--- config.mk ---
export PLATFORM = sky130hd
export DESIGN_NAME = button_event_gen
export DESIGN_NICKNAME = d
export VERILOG_FILES = /design/src/rtl/button_event_gen.sv
export SDC_FILE = /design/constraint.sdc
export NUM_CORES = 1
export LEC_CHECK = 0
export CORE_UTILIZATION = 45
export CTS_CLUSTER_SIZE = 12
export DETAILED_ROUTE_END_ITERATION = 10
export GPL_TIMING_DRIVEN = 1
export PLACE_DENSITY = 0.61
export SYNTH_ARGS = -nofsm -noshare
export SYNTH_HDL_FRONTEND = slang
export SYNTH_SLANG_ARGS = --single-unit
export TNS_END_PERCENT = 30
--- constraint.sdc ---
create_clock -name clk_in -period 5 [get_ports clk_in]
set_input_delay 0.5 -clock clk_in [delete_from_list [all_inputs] [get_ports clk_in]]
set_output_delay 0.5 -clock clk_in [all_outputs]
set_load 0.1 [all_outputs]
--- src/rtl/button_event_gen.sv ---
// Turns a debounced button level into press / auto-repeat / release pulses and a held level.
// Outputs are registered, 1 cycle after the sampled level; there is no backpressure, and enable_in low locks events out.
module button_event_gen #(
   parameter logic [31:0] HOLD_CYCLES   = 32'd50_000_000,
   parameter logic [31:0] REPEAT_CYCLES = 32'd10_000_000
) (
   input  logic clk_in,
   input  logic reset_in,
   input  logic button_in,
   input  logic enable_in,
   output logic press_out,
   output logic repeat_out,
   output logic release_out,
   output logic held_out
);

   typedef enum logic [1:0] {
      ST_BLOCKED = 2'd0,
      ST_IDLE    = 2'd1,
      ST_WAIT    = 2'd2,
      ST_REPEAT  = 2'd3
   } state_t;

   state_t      state, state_nxt;
   logic [31:0] cnt, cnt_nxt;
   logic        press_nxt, repeat_nxt, release_nxt, held_nxt;

   always_ff @(posedge clk_in or posedge reset_in) begin
      if (reset_in) begin
         state       <= ST_BLOCKED;
         cnt         <= 32'd0;
         press_out   <= 1'b0;
         repeat_out  <= 1'b0;
         release_out <= 1'b0;
         held_out    <= 1'b0;
      end else begin
         state       <= state_nxt;
         cnt         <= cnt_nxt;
         press_out   <= press_nxt;
         repeat_out  <= repeat_nxt;
         release_out <= release_nxt;
         held_out    <= held_nxt;
      end
   end

   always_comb begin
      state_nxt   = state;
      cnt_nxt     = cnt;
      press_nxt   = 1'b0;
      repeat_nxt  = 1'b0;
      release_nxt = 1'b0;
      held_nxt    = held_out;

      if (!enable_in) begin
         // Lockout: a button still down when re-enabled must first be seen low.
         state_nxt = ST_BLOCKED;
         cnt_nxt   = 32'd0;
         held_nxt  = 1'b0;
      end else begin
         case (state)
            ST_BLOCKED: begin
               if (!button_in) state_nxt = ST_IDLE;
            end
            ST_IDLE: begin
               if (button_in) begin
                  state_nxt = ST_WAIT;
                  cnt_nxt   = 32'd1;
                  press_nxt = 1'b1;
               end
            end
            ST_WAIT: begin
               if (!button_in) begin
                  state_nxt   = ST_IDLE;
                  cnt_nxt     = 32'd0;
                  release_nxt = 1'b1;
                  held_nxt    = 1'b0;
               end else if (cnt == HOLD_CYCLES) begin
                  state_nxt  = ST_REPEAT;
                  cnt_nxt    = 32'd1;
                  repeat_nxt = 1'b1;
                  held_nxt   = 1'b1;
               end else begin
                  cnt_nxt = cnt + 32'd1;
               end
            end
            ST_REPEAT: begin
               // Release takes priority over a coincident repeat tick.
               if (!button_in) begin
                  state_nxt   = ST_IDLE;
                  cnt_nxt     = 32'd0;
                  release_nxt = 1'b1;
                  held_nxt    = 1'b0;
               end else if (cnt == REPEAT_CYCLES) begin
                  cnt_nxt    = 32'd1;
                  repeat_nxt = 1'b1;
               end else begin
                  cnt_nxt = cnt + 32'd1;
               end
            end
            default: begin
               state_nxt = ST_BLOCKED;
               cnt_nxt   = 32'd0;
               held_nxt  = 1'b0;
            end
         endcase
      end
   end

endmodule

==> results_dict.tcl <==
set metrics [dict create \
    status "finished, final reports clean" \
    worst-path-stages 8 \
    synth_compound_area_share_pct 19.1 \
    hold_viol 0 \
    synth_warnings 0 \
    ctsResizeCount 0 \
    worst-path-buf-inv 1 \
    cp.required_ps 5180 \
    dieHeight_um 74.9 \
    synth_common_cells "dfrtp_1, nand2_1, nand3_1" \
    drtIter0Drc 171 \
    coreArea_mm2 0.00511 \
    grt_pass1_wl_mm 9.07 \
    viasPerCell 5.88 \
    place_hpwl_mm 3.69 \
    fp.dieW_um 74.9 \
    power_leakage_nw 1.12 \
    grt_setup_unrepaired "no" \
    cts_max_path_buffers 2 \
    drt-total-wl_mm 5.44 \
    hold_class "reg -> reg" \
    slew_violations 0 \
    clock_latency_ps 290 \
    fin_nets 291 \
    synth.area.mux_share_pct 1.67 \
    multi_input_area_mm2 0.00135 \
    htree_levels 2 \
    setup_tns_ps 0 \
    ys_ff_latch 38 \
    fmax_mhz 378 \
    grt_pass1_vias 1886 \
    overflow 0 \
    synth_top_family_by_area "simple AND/OR/NAND/NOR gates" \
    crit_chain "inv_1 > ha_1 > nor4bb_1 > nand4_1 > o31a_1 > o21ai_2 > o21ai_0 > a22o_1" \
    slew_headroom_pct 28.3 \
    path_clk_slew_ps 80 \
    drv.max_cap_violation_count 0 \
    peakVddDrop_uv 172 \
    r2r_slack_ps 2350 \
    die-area_mm2 0.00561 \
    synth.area.top_cells "dfrtp_1, nand3_1, nand2_1, o21ai_0, ha_1" \
    synthAdderAreaFrac_pct 3.14 \
    gp_congestion 0.789 \
    routedWlPerCell_um 15.5 \
    fin_skew_ps 6.39 \
    cts_tree "yes" \
    powerDensity_mw_per_mm2 318 \
    cts_root_buf "clkbuf_8" \
    avgSynthCellArea_um2 8.70 \
    cpMaxStageDelayCell "dfrtp_1" \
    ys_types 50 \
    place_ws_ps 2140 \
    ctsHoldBuffers 0 \
    io_pins 8 \
    synth_top_area_share_pct 39.7 \
    yosysMostFrequentCell "dfrtp_1" \
    synth-main-ff-cell "dfrtp_1" \
    crit_fanout 9 \
    syn_area_mm2 0.00239 \
    grt_max_degree 39 \
    drc_errors 0 \
    synthSimpleGateAreaFrac_pct 32.5 \
    crit_path_end_kind "register" \
    start_util_pct 46.9 \
    post_cts_buffers 0 \
    synthXorXnorAreaFrac_pct 0 \
    clock-sinks 38 \
    setup_ws_ps 2350 \
    antenna_found_initial 0 \
    synth_nets 285 \
    hold_path_depth 1 \
    min_period_ps 2650 \
    register_area_um2 951 \
    yosysSeqAreaShare_pct 39.7 \
    startpoint_type "register" \
    synthCells 275 \
    critPathTopFamily "compound AO/OA/AOI/OAI gates" \
    vias 2068 \
    antennaDiodeCount 0 \
    setup_viol 0 \
    numCtsBuffers 5 \
    rows 26 \
    critPathKind "reg -> reg" \
    io_buffers 7 \
    ant_nets 0 \
    cp.arrival_ps 2830 \
    area_growth_pct 9.62 \
    drive_gt1_share_pct 6.74 \
    firstDrtPassIters 4 \
    rr_worst_depth 8 \
    synth_edf_count 0 \
    async_reset_ff_share_pct 100 \
    tightest_slew_ps 1070 \
    fin_crit_sh_pct 52.9 \
    critical_path.max_stage_delay_ps 440 \
    synth_top_cell_by_area "dfrtp_1" \
    grt_use_total_pct 21.5 \
    n_fill_cell 497 \
]
routing by layer:
metal	share of wire [%]	global-route usage [%]
met1	51	29.5
met2	46	34.9
met3	2.2	4.15
met4	1.1	5.24
met5	0	0
state kept, by name, indices dropped and copies added (netlist names):
register,cells
repeat_out,1
held_out,1
cnt,32
press_out,1
release_out,1
state,2
placed cells by master, fill, tap and decap left out, drive strengths merged, types with 2 or more instances in the layout:
cell type and count:
a21o 8, a21oi 12, a221o 2, a22o 8, and2 4, and3 5
and4 3, buf 4, clkbuf 7, clkdlybuf4s50 7, dfrtp 38, ha 6
inv 12, mux2i 4, nand2 29, nand2b 4, nand3 25, nand4 8
nor2 17, nor2b 5, nor3 7, nor3b 4, nor4 6, nor4bb 3
o21ai 22, o22ai 2, o311ai 2, o31ai 3, or3 9, or4 3
power breakdown:
part | switching (mW) | internal (mW) | leakage [nW]
sequential | 0.0150 | 0.320 | 0.528
clock | 0.108 | 0.111 | 0.0482
combinational | 0.178 | 0.103 | 0.541
total | 0.301 | 0.535 | 1.12
logic make-up after synthesis:
group / after synthesis
flip-flops: 38
multiplexers: 4
buffers and inverters: 24
AO/OA/AOI/OAI: 68
adder cells (fa/ha/maj): 6
AND/OR/NAND/NOR: 135
cell type report:
cell class	instances	share of cell area [%]
repair buffers	11	3.81
well taps	70	3.34
clock inverters	1	0.191
clock buffers	7	3.29
multi-input cells	213	51.4
flip-flops and latches	38	36.2
inverters	12	1.72
final timing paths:
path	startpoint	end
max	cnt[0]	cnt[22]
min	cnt[30]	cnt[30]
max reg2reg	cnt[0]	cnt[22]
min reg2reg	cnt[30]	cnt[30]
max in group asynchronous	reset_in	cnt[31]
min in group asynchronous	reset_in	cnt[22]
metrics by stage:
stage	area (um^2)	total power, mW	utilization (%)	hold slack (ps)	instances
6_report	2620	0.836	51.4	528	352
3_5_place_dp	2530	0.620	49.6	521	344
5_1_grt	2620	0.888	51.4	563	352
4_1_cts	2620	0.844	51.4	530	352
2_1_floorplan	2390	0.557	-	481	275
3_3_place_gp	2530	0.620	49.6	515	344
Power figures use the tool's default switching activity.
